File: src/rtl/axi2ahb_burst_ctrl.sv
// AHB master control for the AXI-to-AHB bridge: splits one AXI command into
// 1 KB-safe INCR16/8/4/SINGLE sub-bursts. Optional abort-on-ERROR: AXI2AHB_ERR_ABORT_EN.
module axi2ahb_burst_ctrl #(
    parameter int ADDR_BITS = 32,
    parameter int DATA_BITS = 32,
    parameter int LEN_BITS  = 8,
    parameter int FFD       = 1
) (
    input  logic                 clk,
    input  logic                 reset_n,
    output logic [ADDR_BITS-1:0] HADDR,
    output logic [2:0]           HBURST,
    output logic [2:0]           HSIZE,
    output logic [1:0]           HTRANS,
    output logic                 HWRITE,
    input  logic                 HREADY,
    input  logic                 HRESP,
    input  logic                 cmd_empty,
    input  logic                 cmd_read,
    input  logic [ADDR_BITS-1:0] cmd_addr,
    input  logic [LEN_BITS-1:0]  cmd_len,
    input  logic [1:0]           cmd_size,
    input  logic                 rdata_ready,
    input  logic                 wdata_ready,
    output logic                 ahb_finish,
    output logic                 ahb_error,
    output logic                 rdata_phase,
    output logic                 wdata_phase,
    output logic                 data_last
);

    typedef enum logic [1:0] {
        IDLE   = 2'b00,
        BUSY   = 2'b01,
        NONSEQ = 2'b10,
        SEQ    = 2'b11
    } htrans_t;

    localparam logic [2:0] B_SINGLE = 3'b000;
    localparam logic [2:0] B_INCR4  = 3'b011;
    localparam logic [2:0] B_INCR8  = 3'b101;
    localparam logic [2:0] B_INCR16 = 3'b111;
    localparam int         RW       = LEN_BITS + 1;
    localparam int         unused_cfg = FFD + DATA_BITS;

    // Largest legal burst that fits both the remaining beats and the 1 KB page.
    function automatic logic [2:0] burst_of(input logic [9:0] addr, input logic [1:0] size,
                                            input logic [RW-1:0] remain);
        logic [10:0] to_bnd;
        logic [11:0] n;
        to_bnd = (11'd1024 - {1'b0, addr}) >> size;
        n      = (12'(remain) < {1'b0, to_bnd}) ? 12'(remain) : {1'b0, to_bnd};
        if (n >= 12'd16)     burst_of = B_INCR16;
        else if (n >= 12'd8) burst_of = B_INCR8;
        else if (n >= 12'd4) burst_of = B_INCR4;
        else                 burst_of = B_SINGLE;
    endfunction

    function automatic logic [4:0] beats_of(input logic [2:0] burst);
        case (burst)
            B_INCR16: beats_of = 5'd16;
            B_INCR8:  beats_of = 5'd8;
            B_INCR4:  beats_of = 5'd4;
            default:  beats_of = 5'd1;
        endcase
    endfunction

    htrans_t              htrans_r;
    logic [2:0]           hburst_r;
    logic [2:0]           hsize_r;
    logic                 hwrite_r;
    logic [ADDR_BITS-1:0] haddr_r;
    logic [RW-1:0]        remain_r;
    logic [4:0]           beat_cnt_r;
    logic                 in_flight_r;
    logic                 rdata_phase_r;
    logic                 wdata_phase_r;

    logic                 data_ready_s;
    logic                 ack_s;
    logic                 data_phase_s;
    logic                 start_s;
    logic                 final_ack_s;
    logic                 data_last_s;
    logic                 resume_ok_s;
    logic [ADDR_BITS-1:0] haddr_inc_s;
    logic [RW-1:0]        remain_dec_s;
    logic [RW-1:0]        start_remain_s;
    logic [2:0]           start_burst_s;
    logic [2:0]           next_burst_s;
    logic [2:0]           resume_burst_s;

    assign data_ready_s   = cmd_read ? rdata_ready : wdata_ready;
    assign ack_s          = htrans_r[1] & HREADY;
    assign data_phase_s   = rdata_phase_r | wdata_phase_r;
    assign start_s        = ~cmd_empty & data_ready_s & ~in_flight_r & (HREADY | ~data_phase_s);
    assign final_ack_s    = ack_s & in_flight_r & (remain_r == RW'(1));
    assign data_last_s    = HREADY & ((htrans_r == IDLE) | (htrans_r == NONSEQ));
    assign haddr_inc_s    = haddr_r + (ADDR_BITS'(1) << hsize_r);
    assign remain_dec_s   = remain_r - RW'(1);
    assign start_remain_s = {1'b0, cmd_len} + RW'(1);
    assign start_burst_s  = burst_of(cmd_addr[9:0], cmd_size, start_remain_s);
    assign next_burst_s   = burst_of(haddr_inc_s[9:0], hsize_r[1:0], remain_dec_s);
    assign resume_burst_s = burst_of(haddr_r[9:0], hsize_r[1:0], remain_r);

`ifdef AXI2AHB_ERR_ABORT_EN
    logic err_r;
    logic err_first_s;
    logic abort_s;

    // Two-cycle ERROR: first cycle cancels the pending address, second ends the command.
    assign err_first_s = in_flight_r & ~err_r & HRESP & ~HREADY & data_phase_s;
    assign abort_s     = in_flight_r & err_r & HRESP & HREADY;
    assign resume_ok_s = ~err_r;
    assign ahb_finish  = final_ack_s | abort_s;
    assign ahb_error   = abort_s;
`else
    logic unused_hresp_s;

    assign unused_hresp_s = HRESP;
    assign resume_ok_s    = 1'b1;
    assign ahb_finish     = final_ack_s;
    assign ahb_error      = 1'b0;
`endif

    // AHB address/control sequencer; HTRANS is the state register.
    always_ff @(posedge clk or negedge reset_n) begin
        if (!reset_n) begin
            htrans_r      <= IDLE;
            hburst_r      <= 3'b000;
            hsize_r       <= 3'b000;
            hwrite_r      <= 1'b0;
            haddr_r       <= '0;
            remain_r      <= '0;
            beat_cnt_r    <= 5'd0;
            in_flight_r   <= 1'b0;
            rdata_phase_r <= 1'b0;
            wdata_phase_r <= 1'b0;
`ifdef AXI2AHB_ERR_ABORT_EN
            err_r         <= 1'b0;
`endif
        end else begin
            if (ack_s) begin
                rdata_phase_r <= ~hwrite_r;
                wdata_phase_r <= hwrite_r;
            end else if (data_last_s) begin
                rdata_phase_r <= 1'b0;
                wdata_phase_r <= 1'b0;
            end

            if (start_s) begin
                htrans_r    <= NONSEQ;
                haddr_r     <= cmd_addr;
                hsize_r     <= {1'b0, cmd_size};
                hwrite_r    <= ~cmd_read;
                remain_r    <= start_remain_s;
                hburst_r    <= start_burst_s;
                beat_cnt_r  <= beats_of(start_burst_s);
                in_flight_r <= 1'b1;
`ifdef AXI2AHB_ERR_ABORT_EN
                err_r       <= 1'b0;
            end else if (abort_s) begin
                htrans_r      <= IDLE;
                haddr_r       <= '0;
                remain_r      <= '0;
                beat_cnt_r    <= 5'd0;
                in_flight_r   <= 1'b0;
                err_r         <= 1'b0;
                rdata_phase_r <= 1'b0;
                wdata_phase_r <= 1'b0;
            end else if (err_first_s) begin
                htrans_r <= IDLE;
                err_r    <= 1'b1;
`endif
            end else if (ack_s) begin
                haddr_r    <= haddr_inc_s;
                remain_r   <= remain_dec_s;
                beat_cnt_r <= beat_cnt_r - 5'd1;
                if (remain_r == RW'(1)) begin
                    htrans_r    <= IDLE;
                    haddr_r     <= '0;
                    in_flight_r <= 1'b0;
                end else if (beat_cnt_r == 5'd1) begin
                    if (data_ready_s) begin
                        htrans_r   <= NONSEQ;
                        hburst_r   <= next_burst_s;
                        beat_cnt_r <= beats_of(next_burst_s);
                    end else begin
                        htrans_r <= IDLE;
                    end
                end else begin
                    htrans_r <= data_ready_s ? SEQ : BUSY;
                end
            end else if (htrans_r == IDLE && in_flight_r && data_ready_s && resume_ok_s) begin
                // Sub-burst paused at its boundary by a data stall: reissue with fresh sizing.
                htrans_r   <= NONSEQ;
                hburst_r   <= resume_burst_s;
                beat_cnt_r <= beats_of(resume_burst_s);
            end else if (htrans_r == BUSY && data_ready_s) begin
                htrans_r <= SEQ;
            end
        end
    end

    assign HADDR       = haddr_r;
    assign HBURST      = hburst_r;
    assign HSIZE       = hsize_r;
    assign HTRANS      = htrans_r;
    assign HWRITE      = hwrite_r;
    assign rdata_phase = rdata_phase_r;
    assign wdata_phase = wdata_phase_r;
    assign data_last   = data_last_s;

endmodule

File: config.mk
export PLATFORM = sky130hd
export DESIGN_NAME = axi2ahb_burst_ctrl
export DESIGN_NICKNAME = d
export VERILOG_FILES = /design/src/rtl/axi2ahb_burst_ctrl.sv
export SDC_FILE = /design/constraint.sdc
export NUM_CORES = 1
export LEC_CHECK = 0
export ABC_AREA = 1
export CORE_UTILIZATION = 50
export CTS_BUF_LIST = sky130_fd_sc_hd__clkbuf_4 sky130_fd_sc_hd__clkbuf_8 sky130_fd_sc_hd__clkbuf_16
export DETAILED_ROUTE_END_ITERATION = 7
export GPL_TIMING_DRIVEN = 0
export PLACE_DENSITY = 0.75
export SLEW_MARGIN = 20
export SYNTH_ARGS = -nofsm -noshare
export SYNTH_HDL_FRONTEND = slang
export SYNTH_SLANG_ARGS = --single-unit
File: constraint.sdc
create_clock -name clk -period 11.6 [get_ports clk]
set_input_delay 2.32 -clock clk [delete_from_list [all_inputs] [get_ports clk]]
set_output_delay 2.32 -clock clk [all_outputs]
set_load 0.01 [all_outputs]
==> results.toml <==
[worst_setup_path]
crit_fanout = 7
endpoint_kind = "output port"
crit_buf_inv = 2
required_ps = 9280
crit_family = "buffers and inverters"
crit_top_cell = "clkdlybuf4s50_1"
crit_slowest_cell = "clkdlybuf4s50_1"
crit_chain = "clkdlybuf4s50_1 -> nand2_1 -> nor3_1 -> clkdlybuf4s50_1"
cp_slowest_stage_delay_ps = 580
crit_type = "input pin to output port"
critPathLaunchType = "input pin"
cp.arrival_ps = 3850

[sta]
setup_viol = 0
final.min_clock_period_ps = 6170
tightest_slew_ps = 945
slew_headroom = 0.364
period_share = 0.532
rsz0062_at_grt = "false"
fin_ws_ps = 5430
fmax_mhz = 162
maxSlewViolCount = 0
finClkSkew_ps = 12.2
final.setup.tns_ps = 0
hold_viol_final = 0

[synth]
synth-main-ff-cell = "dfrtp_1"
yosysSeqAreaShare = 0.233
syn_inst = 945
synth_cell_types = 53
syn_area_sq_mm = 0.00612
synth-seq-cells = 57
synthArstFlopShare = 1.00
synth_edf_count = 0
yosysWarningCount = 0
post_synth.cell_area_avg_sq_um = 6.48

[cells_and_area]
nets = 1134
final_area_sq_mm = 0.00754
drive_gt1_frac = 0.0883
fin_util = 0.631
area_growth_pct = 23.2
finalNonFillerCells = 1200
diodes = 0
fillers = 1126

[route]
antenna_left = 0
wire_per_inst_um = 15.6
routed_wirelength_um = 18700
wl_met1_um = 8220
top_layer = "met4"
wl_met3_um = 1600
drc_errors = 0
dr.first_iter.drc_count = 556
vias = 6798
firstDrtPassIters = 5
viasPerCell = 5.67
wl_met2_um = 8480

[global_routing]
track_usage = 0.308
grt_max_degree = 51
grt_overflow = 0
antenna_found_initial = 0
grt_pass1_vias = 6283
grt_first_pass_wirelength_um = 30600

[floorplan]
die_area_sq_mm = 0.0127
die_x_um = 113
ioPinCount = 96
rows = 40
die_height_um = 113
initial_utilization = 0.512
core_sq_mm = 0.0120

[cts]
clock-sinks = 57
cts_setup_buffers = 0
cts_root_buffer = "clkbuf_16"
cts_made_buffers = 9
cts.clk_slew.worst_paths_ps = 60
clk_latency_ps = 350
cts_tree = "yes"
cts.htree.levels = 3
ctsHoldBuffers = 0
clockBufferDepth = 2
ctsResizeCount = 0

[power]
vdd_drop_max_uv = 134
p_leak_nw = 3.63
powerDensity_mw_per_mm2 = 295

[place]
dp_hpwl_um = 14800
dp.cells = 1184
globalplace.congestion = 0.913
place_area_sq_mm = 0.00724
portBuffers = 90
dp_slack_ps = 5360

[run]
maxCapViolations = 0

[min_path]
hp-class = "register to register"

[status]
status = "finished clean"
## sequential cells by signal, indices dropped and copies added (netlist names)
signal and flops:
HSIZE 2, HADDR 32, wdata_phase 1, HBURST 3
rdata_phase 1, beat_cnt_r 5, HTRANS 2, remain_r 9
in_flight_r 1, HWRITE 1
## Yosys cell counts, types with 4 or more instances
cell | n | area share
mux2i_1 | 4 | 0.0065
nor2_1 | 71 | 0.044
a21oi_1 | 41 | 0.034
o21ai_0 | 63 | 0.051
nand2_1 | 230 | 0.14
nand3_1 | 57 | 0.047
inv_2 | 13 | 0.0080
o211ai_1 | 10 | 0.012
dfrtp_1 | 57 | 0.23
a211oi_1 | 4 | 0.0049
nand2_2 | 16 | 0.016
nand3_2 | 12 | 0.020
a31oi_1 | 8 | 0.0082
xor2_1 | 23 | 0.033
buf_1 | 4 | 0.0025
nor2_2 | 7 | 0.0072
nor4_1 | 6 | 0.0061
a32o_1 | 4 | 0.0065
o21ai_1 | 9 | 0.0074
nor3_1 | 16 | 0.013
nand4_1 | 21 | 0.021
ha_1 | 35 | 0.072
inv_1 | 137 | 0.084
clkbuf_1 | 18 | 0.011
or2_2 | 4 | 0.0041
a22oi_1 | 4 | 0.0049
o221ai_1 | 18 | 0.026
xnor2_1 | 4 | 0.0057
o22ai_1 | 5 | 0.0051
## worst min-delay path: cells and delay by family (launching register included)
family           cells  cell delay [ps]
and+or+nand+nor      2              110
DFF                  1              380
## metal layers
layer	track usage	up-vias
met4	0.100	0
met3	0.0578	28
li1	-	3352
met2	0.498	281
met1	0.415	3137
met5	0	-
## cells in the final DEF, fill, tap and decap left out, types with 21 or more instances in the layout
cell               n
dfrtp_1           57
ha_1              35
xor2_1            23
nand4_1           21
nand2_1          230
nand3_1           57
clkdlybuf4s50_1   89
a21oi_1           41
o21ai_0           63
nor2_1            71
inv_1            137
## final timing paths
kind                          startpoint  slack (ps)            end  cells after the start
max                               HREADY        5430     ahb_finish                      4
min                        beat_cnt_r[3]         530  beat_cnt_r[3]                      2
max reg2reg                     HSIZE[1]        6490  beat_cnt_r[2]                     36
min reg2reg                beat_cnt_r[3]         530  beat_cnt_r[3]                      2
max in group asynchronous        reset_n        9300      HADDR[14]                      2
min in group asynchronous        reset_n        1800      HBURST[0]                      1
## cell type report
type | count | area [sq um] | share of cell area
tap | 147 | 184 | 0.0244
inverter | 151 | 567 | 0.0751
multi-input combinational | 709 | 4000 | 0.530
clock buffer | 10 | 239 | 0.0317
timing repair buffer | 91 | 926 | 0.123
clock inverter | 6 | 66.3 | 0.00879
buffer | 29 | 135 | 0.0179
sequential | 57 | 1430 | 0.189
## power breakdown
part | internal (mW) | switching, mW
clock | 0.172 | 0.105
sequential | 0.288 | 0.116
combinational | 0.597 | 0.949
total | 1.06 | 1.17
## metrics by stage
step | total power, mW | hold WS, ps
after floorplan | 1.48 | 491
after global placement | 1.90 | 508
after detailed placement | 1.92 | 518
after CTS | 2.21 | 533
after global routing | 2.46 | 569
final | 2.23 | 533
## kinds of logic (layout without fill, tap and decap cells)
family | count (synthesis) | after routing | synth area share
simple gates | 456 | 456 | 0.345
compound gates | 183 | 183 | 0.184
buf+inv | 180 | 287 | 0.115
flops | 57 | 57 | 0.233
fa+ha+maj | 36 | 36 | 0.0748
xor+xnor | 28 | 28 | 0.0413
mux | 4 | 4 | 0.00654
other cells | 1 | 2 | 0.000612
Note: power is estimated with default switching activity, not from simulation.
